`src/rtl/chronologic_pkg.sv`:
```
// Shared types, default latency bounds and the latency clamp for the chronologic arbiter.
package chronologic_pkg;

    typedef enum logic [1:0] {
        IDLE  = 2'd0,
        WAIT  = 2'd1,
        GRANT = 2'd2
    } state_t;

    localparam int MIN_LAT_DEF = 2;
    localparam int MAX_LAT_DEF = 5;

    // Pulls a requested latency into the supported [lo, hi] window.
    function automatic int clamp_delay(input int cfg, input int lo, input int hi);
        if (cfg < lo) return lo;
        if (cfg > hi) return hi;
        return cfg;
    endfunction

endpackage

```
`src/rtl/chronologic_if.sv`:
```
// Request/grant bundle between the masters (master modport) and the arbiter (slave modport).
interface chronologic_if
    import chronologic_pkg::*;
#(
    parameter int NUM_REQ = 4,
    parameter int LAT_W   = 3
);
    localparam int ID_W = (NUM_REQ > 1) ? $clog2(NUM_REQ) : 1;

    // request is a level held by a master until it sees its single-cycle grant bit;
    // the arbiter never acknowledges a request any other way.
    logic [NUM_REQ-1:0] request;
    logic [LAT_W-1:0]   cfg_delay;
    logic [NUM_REQ-1:0] grant;
    logic [ID_W-1:0]    grant_id;
    logic               busy;
    logic               req_drop_err;
    state_t             dbg_state;

    modport master (
        output request, cfg_delay,
        input  grant, grant_id, busy, req_drop_err, dbg_state
    );

    modport slave (
        input  request, cfg_delay,
        output grant, grant_id, busy, req_drop_err, dbg_state
    );

endinterface

```
`src/rtl/chronologic_rr_picker.sv`:
```
// Combinational round-robin picker: first set request at or after ptr, wrapping around.
module rr_picker #(
    parameter int NUM_REQ = 4,
    parameter int ID_W    = 2
) (
    input  logic [NUM_REQ-1:0] request,
    input  logic [ID_W-1:0]    ptr,
    output logic               valid,
    output logic [NUM_REQ-1:0] onehot,
    output logic [ID_W-1:0]    idx
);

    int              j;
    logic [ID_W-1:0] jj;

    always_comb begin
        valid  = 1'b0;
        onehot = '0;
        idx    = '0;
        j      = 0;
        jj     = '0;
        for (int i = 0; i < NUM_REQ; i++) begin
            j  = (int'(ptr) + i) % NUM_REQ;
            jj = ID_W'(j);
            if (!valid && request[jj]) begin
                valid      = 1'b1;
                onehot[jj] = 1'b1;
                idx        = jj;
            end
        end
    end

endmodule

```
`src/rtl/chronologic.sv`:
```
// Bounded-latency round-robin arbiter: one grant exactly D cycles after selection,
// with D clamped to [MIN_LAT, MAX_LAT] and a pulse when a selected master withdraws.
module chronologic
    import chronologic_pkg::*;
#(
    parameter int NUM_REQ = 4,
    parameter int MIN_LAT = MIN_LAT_DEF,
    parameter int MAX_LAT = MAX_LAT_DEF,
    parameter int LAT_W   = 3
) (
    input  logic           clk,
    input  logic           rst,
    chronologic_if.slave   bus
);

    localparam int ID_W = (NUM_REQ > 1) ? $clog2(NUM_REQ) : 1;

    state_t             state_q, state_n;
    logic [LAT_W-1:0]   cnt_q, cnt_n;
    logic [LAT_W-1:0]   d_q, d_n;
    logic [ID_W-1:0]    id_q, id_n;
    logic [ID_W-1:0]    ptr_q, ptr_n;
    logic [NUM_REQ-1:0] win_q, win_n;
    logic [NUM_REQ-1:0] grant_q, grant_n;
    logic               err_q, err_n;

    logic               pick_valid;
    logic [NUM_REQ-1:0] pick_onehot;
    logic [ID_W-1:0]    pick_idx;
    logic [LAT_W-1:0]   d_sel;
    logic [ID_W-1:0]    ptr_after;

    rr_picker #(
        .NUM_REQ (NUM_REQ),
        .ID_W    (ID_W)
    ) u_picker (
        .request (bus.request),
        .ptr     (ptr_q),
        .valid   (pick_valid),
        .onehot  (pick_onehot),
        .idx     (pick_idx)
    );

    assign d_sel     = LAT_W'(clamp_delay(int'(bus.cfg_delay), MIN_LAT, MAX_LAT));
    assign ptr_after = (id_q == ID_W'(NUM_REQ - 1)) ? '0 : id_q + ID_W'(1);

    always_ff @(posedge clk) begin
        if (rst) begin
            state_q <= IDLE;
            cnt_q   <= '0;
            d_q     <= '0;
            id_q    <= '0;
            ptr_q   <= '0;
            win_q   <= '0;
            grant_q <= '0;
            err_q   <= 1'b0;
        end else begin
            state_q <= state_n;
            cnt_q   <= cnt_n;
            d_q     <= d_n;
            id_q    <= id_n;
            ptr_q   <= ptr_n;
            win_q   <= win_n;
            grant_q <= grant_n;
            err_q   <= err_n;
        end
    end

    always_comb begin
        state_n = state_q;
        cnt_n   = cnt_q;
        d_n     = d_q;
        id_n    = id_q;
        ptr_n   = ptr_q;
        win_n   = win_q;
        grant_n = '0;
        err_n   = 1'b0;
        case (state_q)
            IDLE: begin
                if (pick_valid) begin
                    id_n    = pick_idx;
                    win_n   = pick_onehot;
                    d_n     = d_sel;
                    cnt_n   = LAT_W'(1);
                    state_n = WAIT;
                end
            end
            WAIT: begin
                // Withdrawal wins over a grant due on the same edge; the pointer stays put.
                if ((bus.request & win_q) == '0) begin
                    err_n   = 1'b1;
                    cnt_n   = '0;
                    state_n = IDLE;
                end else if (cnt_q == d_q - LAT_W'(1)) begin
                    grant_n = win_q;
                    state_n = GRANT;
                end else begin
                    cnt_n = cnt_q + LAT_W'(1);
                end
            end
            GRANT: begin
                ptr_n   = ptr_after;
                cnt_n   = '0;
                state_n = IDLE;
            end
            default: begin
                cnt_n   = '0;
                state_n = IDLE;
            end
        endcase
    end

    assign bus.grant        = grant_q;
    assign bus.grant_id     = id_q;
    assign bus.busy         = (state_q != IDLE);
    assign bus.req_drop_err = err_q;
    assign bus.dbg_state    = state_q;

endmodule

```
`src/flat_wrapper.sv`:
```
// flat-port wrapper written by rule: the top's interface ports become plain ports
module chronologic_flat import chronologic_pkg::*;
#(
    parameter int NUM_REQ = 4,
    parameter int MIN_LAT = MIN_LAT_DEF,
    parameter int MAX_LAT = MAX_LAT_DEF,
    parameter int LAT_W   = 3
)
  (clk, rst, bus_request, bus_cfg_delay, bus_grant, bus_grant_id, bus_busy, bus_req_drop_err, bus_dbg_state);
  chronologic_if #(.NUM_REQ(NUM_REQ), .LAT_W(LAT_W)) bus_i ();
  input  logic clk;
  input  logic rst;
  input wire logic [$bits(bus_i.request)-1:0] bus_request;
  input wire logic [$bits(bus_i.cfg_delay)-1:0] bus_cfg_delay;
  output wire logic [$bits(bus_i.grant)-1:0] bus_grant;
  output wire logic [$bits(bus_i.grant_id)-1:0] bus_grant_id;
  output wire logic [$bits(bus_i.busy)-1:0] bus_busy;
  output wire logic [$bits(bus_i.req_drop_err)-1:0] bus_req_drop_err;
  output wire logic [$bits(bus_i.dbg_state)-1:0] bus_dbg_state;
  assign bus_i.request = bus_request;
  assign bus_i.cfg_delay = bus_cfg_delay;
  assign bus_grant = bus_i.grant;
  assign bus_grant_id = bus_i.grant_id;
  assign bus_busy = bus_i.busy;
  assign bus_req_drop_err = bus_i.req_drop_err;
  assign bus_dbg_state = bus_i.dbg_state;
  chronologic #(.NUM_REQ(NUM_REQ), .MIN_LAT(MIN_LAT), .MAX_LAT(MAX_LAT), .LAT_W(LAT_W)) u_core (.clk(clk), .rst(rst), .bus(bus_i));
endmodule
```
`config.mk`:
```
export PLATFORM = sky130hd
export DESIGN_NAME = chronologic_flat
export DESIGN_NICKNAME = d
export VERILOG_FILES = /design/src/rtl/chronologic_pkg.sv /design/src/rtl/chronologic_if.sv /design/src/rtl/chronologic_rr_picker.sv /design/src/rtl/chronologic.sv /design/src/flat_wrapper.sv
export SDC_FILE = /design/constraint.sdc
export NUM_CORES = 1
export LEC_CHECK = 0
export CAP_MARGIN = 20
export CORE_AREA = 2 2 55 78
export DETAILED_ROUTE_END_ITERATION = 7
export DIE_AREA = 0 0 57 80
export PLACE_DENSITY = 0.62
export SLEW_MARGIN = 20
export SYNTH_ARGS = -nofsm -noshare
export SYNTH_HDL_FRONTEND = slang
export SYNTH_HIERARCHICAL = 1
export SYNTH_SLANG_ARGS = --single-unit
```
`constraint.sdc`:
```
create_clock -name clk -period 2.2 [get_ports clk]
set_input_delay 0.22 -clock clk [delete_from_list [all_inputs] [get_ports clk]]
set_output_delay 0.22 -clock clk [all_outputs]
set_load 0.03 [all_outputs]
```
== Yosys cells after proc, flatten, opt, wreduce, memory -nomap -nowiden ==
Cells that the tools add are included.

* Register bits after elaboration: 21

* $add $sub $neg: 6
* Order comparisons: 10
* Eq/ne operators: 7
* Multiplexer cells: 45
* Bitwise gates (word level): 6
* Reductions and logical operators: 18

{| class="wikitable"
|+ Operator list
! operator !! count
|-
| $mux 2 || 9
|-
| $mux 3 || 6
|-
| $mux 1 || 16
|-
| $mux 4 || 4
|-
| $lt 2x3->1 const B || 4
|-
| $or 4x4->4 || 3
|-
| $bmux 1 s2 || 4
|-
| $demux 1 s2 || 4
|-
| $ge 2x1->1 const B || 4
|-
| $logic_and 1x1->1 || 7
|-
| $pmux 3 s2 || 1
|-
| $reduce_and 2->1 || 3
|-
| $add 2x1->2 const B || 2
|-
| $add 2x2->2 const B || 2
|-
| $and 4x4->4 || 1
|-
| $eq 2x2->1 const B || 2
|-
| $logic_not 4->1 || 1
|-
| $pmux 2 s2 || 1
|-
| $reduce_or 4->1 || 1
|-
| $add 3x1->3 const B || 1
|-
| $eq 3x3->1 || 1
|-
| $gt 3x3->1 const B || 1
|-
| $logic_not 1->1 || 3
|-
| $lt 3x2->1 const B || 1
|-
| 9 further kinds || 10
|}

== Logic depth before layout (Yosys ltp) ==
Gate-level depths: netlist of run 1.

* Word-level depth: 14
* Depth in mapped cells: 11
* Gate-level depth less buffers: 8

== Modules after synthesis ==
The synthesis of run 1 kept the hierarchy.

{| class="wikitable"
|+ Modules (own cells, without submodules)
! module !! instances !! cells each !! area each (sq um) !! sequential area each (sq um)
|-
| chronologic || 1 || 96 || 890.9 || 420.4
|-
| rr_picker || 1 || 45 || 419.2 || 0.0
|}

== Least setup slack after synthesis of run 1 ==
No wires, ideal clock.

* Path type: register to register
* Start: register u_core.ptr_q[0]
* End: register u_core.d_q[1]
* Arrival time: 2.224 ns
* Path slack: -0.110 ns
* Stages on the path, launching flop included: 11
* Period minus slack after synthesis: 2.310 ns
* Cells stage by stage: dfxtp_1 -> buf_6 -> inv_1 -> ha_1 -> mux4_2 -> buf_6 -> nor3_1 -> nand2b_1 -> and2_1 -> buf_2 -> a211oi_1

* Word-level cells in the longest chain between the ends: 13
* Elaborated cells on any way between the ends: 22

{| class="wikitable"
|+ Ends and longest elaborated chain
! what !! RTL line !! RTL
|-
| start, declared || chronologic.sv:22 || <nowiki>logic [ID_W-1:0] ptr_q, ptr_n;</nowiki>
|-
| start signal, assigned || chronologic.sv:62 || <nowiki>ptr_q <= ptr_n;</nowiki>
|-
| parallel branches: the longest is 11 deep, another holds $add 2x1->2 || - ||
|-
| $mux 1 (*) || chronologic_rr_picker.sv:25 || <nowiki>if (!valid && request[jj]) begin</nowiki>
|-
| via u_core.pick_valid || chronologic.sv:27 || <nowiki>logic pick_valid;</nowiki>
|-
| $reduce_and 2->1 (no source line) (*) || - ||
|-
| end signal, assigned || chronologic.sv:60 || <nowiki>d_q <= d_n;</nowiki>
|-
| end, declared || chronologic.sv:20 || <nowiki>logic [LAT_W-1:0] d_q, d_n;</nowiki>
|}

Mark *: on every way through the listed nets, which the timed path passes. The select of a mux whose other input is x is not followed.
A chain may end at the register's enable or synchronous reset.

== Worst setup path in the final report of run 1 ==
* Start: register u_core.ptr_q[0]
* End: register u_core.cnt_q[1]

* Word-level cells in the longest chain between the ends: 14
* Elaborated cells on any way between the ends: 23

{| class="wikitable"
|+ Ends and longest elaborated chain
! what !! RTL line !! RTL
|-
| parallel branches: the longest is 11 deep, another holds $add 2x1->2 || - ||
|-
| $mux 1 (*) || chronologic_rr_picker.sv:25 ||
|-
| via u_core.pick_valid || chronologic.sv:27 ||
|-
| $ne 2x1->1 (no source line) (*) || - ||
|-
| $reduce_and 2->1 (no source line) (*) || - ||
|-
| end signal, assigned || chronologic.sv:59 || <nowiki>cnt_q <= cnt_n;</nowiki>
|-
| end, declared || chronologic.sv:19 || <nowiki>logic [LAT_W-1:0] cnt_q, cnt_n;</nowiki>
|}

Marked as above.

==> results of run 1 <==
==> repair_timing <==
item	in CTS	in global routing
gates resized for setup	0	6
setup buffers	0	1
setup endpoints to repair	0	9
==> registers in the layout, indices dropped and copies added, names as in the netlist <==
register	count
u_core/bus.dbg_state	2
u_core/bus.grant	4
u_core/bus.grant_id	2
u_core/bus.req_drop_err	1
u_core/cnt_q	3
u_core/d_q	3
u_core/ptr_q	2
u_core/win_q	4
==> worst max-delay path, cell delays in order, from the launching register on <==
cell and delay [ns]:
dfxtp_2 0.34, buf_4 0.17, mux4_2 0.59, nor3_2 0.24, nand2b_1 0.17, nor3_2 0.23, o21bai_1 0.13, a32o_1 0.14
==> layer usage <==
metal	part of all wire (%)	up-vias
met2	55	17
met4	1.8	0
met5	0	-
li1	-	578
met1	39	563
met3	3.4	6
==> power groups by stage <==
stage / combinational [W] / sequential, W / clock, W
after floorplan: 0.000114 / 0.000429 / 0
after detailed placement: 0.000192 / 0.000421 / 0
after global routing: 0.000217 / 0.000414 / 0.000272
after global placement: 0.000187 / 0.000421 / 0
final: 0.000197 / 0.000412 / 0.000249
after CTS: 0.000193 / 0.000412 / 0.000253
==> through the flow <==
stage,setup slack [ns],TNS [ns],util [%]
6_report,0.117,0,44.2
5_1_grt,-0.0129,-0.0227,44.2
4_1_cts,0.0297,0,43.8
3_5_place_dp,-0.138,-0.746,42.6
3_3_place_gp,-0.0180,-0.0564,42.6
2_1_floorplan,0.0419,0,-
==> layout make-up <==
cell class                 count  share of cell area, %
tap                           43                   3.16
inverter                       8                   1.77
timing repair buffer          34                   17.7
multi-input combinational    107                   49.9
clock buffer                   4                   2.65
sequential                    21                   24.9
==> layout by cell type, fill, tap and decap left out, types with 2 or more instances in the layout <==
cell             synthesis  layout
a32o_1                   2       2
mux4_2                   2       3
xor2_1                   2       2
nor2_1                   8       8
inv_1                    8       8
mux2_2                   2       2
clkbuf_8                 0       3
a21oi_1                  8       8
buf_4                    0      16
nand2_1                 18      17
nor3_2                   0       2
clkdlybuf4s50_1          0      18
o21ai_0                  7       7
a22oi_1                  8       8
and2_1                   5       4
dfxtp_2                  0       2
nor3_1                   4       2
mux2i_1                  3       3
dfxtp_1                 21      19
a22o_1                   2       2
ha_1                     8       7
nor2b_1                  3       3
o211ai_1                 2       2
==> final timing paths <==
| check | start | endpoint | slack (ns) |
|---|---|---|---|
| worst max-delay path | u_core/ptr_q[0] | u_core/cnt_q[1] | 0.12 |
| worst min-delay path | u_core/d_q[2] | u_core/d_q[2] | 0.46 |
| worst max register to register | u_core/ptr_q[0] | u_core/cnt_q[1] | 0.12 |
| worst min register to register | u_core/d_q[2] | u_core/d_q[2] | 0.46 |
==> cells by family after synthesis <==
| logic type | share of synthesized area (%) |
|---|---|
| buf+inv | 4.97 |
| simple gates | 19.9 |
| fa+ha+maj | 7.64 |
| mux | 11.5 |
| xor+xnor | 3.82 |
| compound gates | 20.2 |
| flops | 32.1 |
==> impl_metrics.tcl, run 1 <==
set metrics [dict create \
    syn_inst 141 \
    cts_hold_buf 0 \
    grt_max_degree 15 \
    first_pass_iters 4 \
    ys.warnings.count 6 \
    layout-drive-gt1-share_pct 22.4 \
    fin_area_um2 1700 \
    syn_to_final_growth_pct 29.8 \
    row_count 27 \
    yosysMostFrequentCell "dfxtp_1" \
    num_vias 1164 \
    dp_hpwl_um 2410 \
    final_nets 192 \
    diodes 0 \
    multi_input_area_um2 848 \
    ys_dominant_reg_cell "dfxtp_1" \
    die_h_um 80 \
    synth_top_area_cell "dfxtp_1" \
    dieArea_um2 4560 \
    vdd_ir_drop_max_v 0.000316 \
    status "finished, final reports clean" \
    grtUsageMet3_pct 2.43 \
    synthArstFlopShare_pct 0 \
    cts_tree "done" \
    syn-cell-area_um2 1310 \
    syn_nets 158 \
    seq_area_frac_synth_pct 32.1 \
    setup_viol 0 \
    timing.hold.ws_ns 0.464 \
    io_buffers 18 \
    gp_congestion 0.832 \
    dp.cells 212 \
    skew_ns 0.00315 \
    fin_cells 217 \
    htreeDepth 1 \
    synth_area_leaders "dfxtp_1, ha_1, nand2_1, a22oi_1, mux4_1" \
    ctsLongestPathBuffers 2 \
    drc_errors 0 \
    fill_cells 402 \
    placed_area_um2 1640 \
    grt_pass1_wl_um 4840 \
    synth_edf_count 0 \
    start_kind "register" \
    critPathMaxFanout 7 \
    overflow 0 \
    ios 19 \
    tightest_slew_ns 0.327 \
    grt_util_met1_pct 13.2 \
    hold_class "register to register" \
    initial_core_util_pct 34.0 \
    switching_power_w 0.000239 \
    clkSinkCount 21 \
    period_share_pct 94.7 \
    wl_per_cell_um 13.8 \
    root_buffer "clkbuf_8" \
    power.leakage_nw 0.644 \
    p_seq_share_pct 48.0 \
    totalPowerFinal_w 0.000858 \
    numCtsBuffers 3 \
    worstSetupPathType "register to register" \
    max_freq_mhz 480 \
    p_int_w 0.000619 \
    required_ns 2.40 \
    period_minus_slack_ns 2.08 \
    coreArea_um2 3850 \
    synth_top_area_share_pct 32.1 \
    die_width_um 57 \
    max_cap_viol_count 0 \
    power_density_nw_per_um2 504 \
    regArea_um2 423 \
    grt_usage_pct 13.5 \
    synth-seq-cells 21 \
    cts.reportedPaths.clkPinSlew_ns 0.07 \
    drt-total-wl_um 2990 \
    clk_latency_ns 0.26 \
    worstPathArrival_ns 2.28 \
    avgSynthCellArea_um2 9.29 \
    via_per_inst 5.36 \
    top_usage_layer "met2" \
    p_sw_share_pct 27.8 \
    ant_nets 0 \
    rr_worst_depth 7 \
    hold_depth 2 \
    grt_pass1_vias 1155 \
    critPathCaptureType "register" \
    slew_violations 0 \
    antenna_found_initial 0 \
    met2_usage_pct 26.7 \
    yosysUniqueCellTypes 43 \
    relSlewSlack_pct 77.6 \
    drt_iter0_markers 40 \
    hold_viol_final 0 \
    synthTopCellsByCount "dfxtp_1, nand2_1" \
    p_clk_share_pct 29.0 \
    comb_power_share_pct 23.0 \
]
No activity file was read; power rests on OpenSTA's default activity.
==> run 2: changes to the inputs <==
--- a/config.mk
+++ b/config.mk
@@ -7,6 +7,7 @@
 export LEC_CHECK = 0
 export CAP_MARGIN = 20
 export CORE_AREA = 2 2 55 78
+export CTS_CLUSTER_SIZE = 14
 export DETAILED_ROUTE_END_ITERATION = 7
 export DIE_AREA = 0 0 57 80
 export PLACE_DENSITY = 0.62
==> results of run 2 <==
Final layout, timing and power as in run 1 (identical DEF).
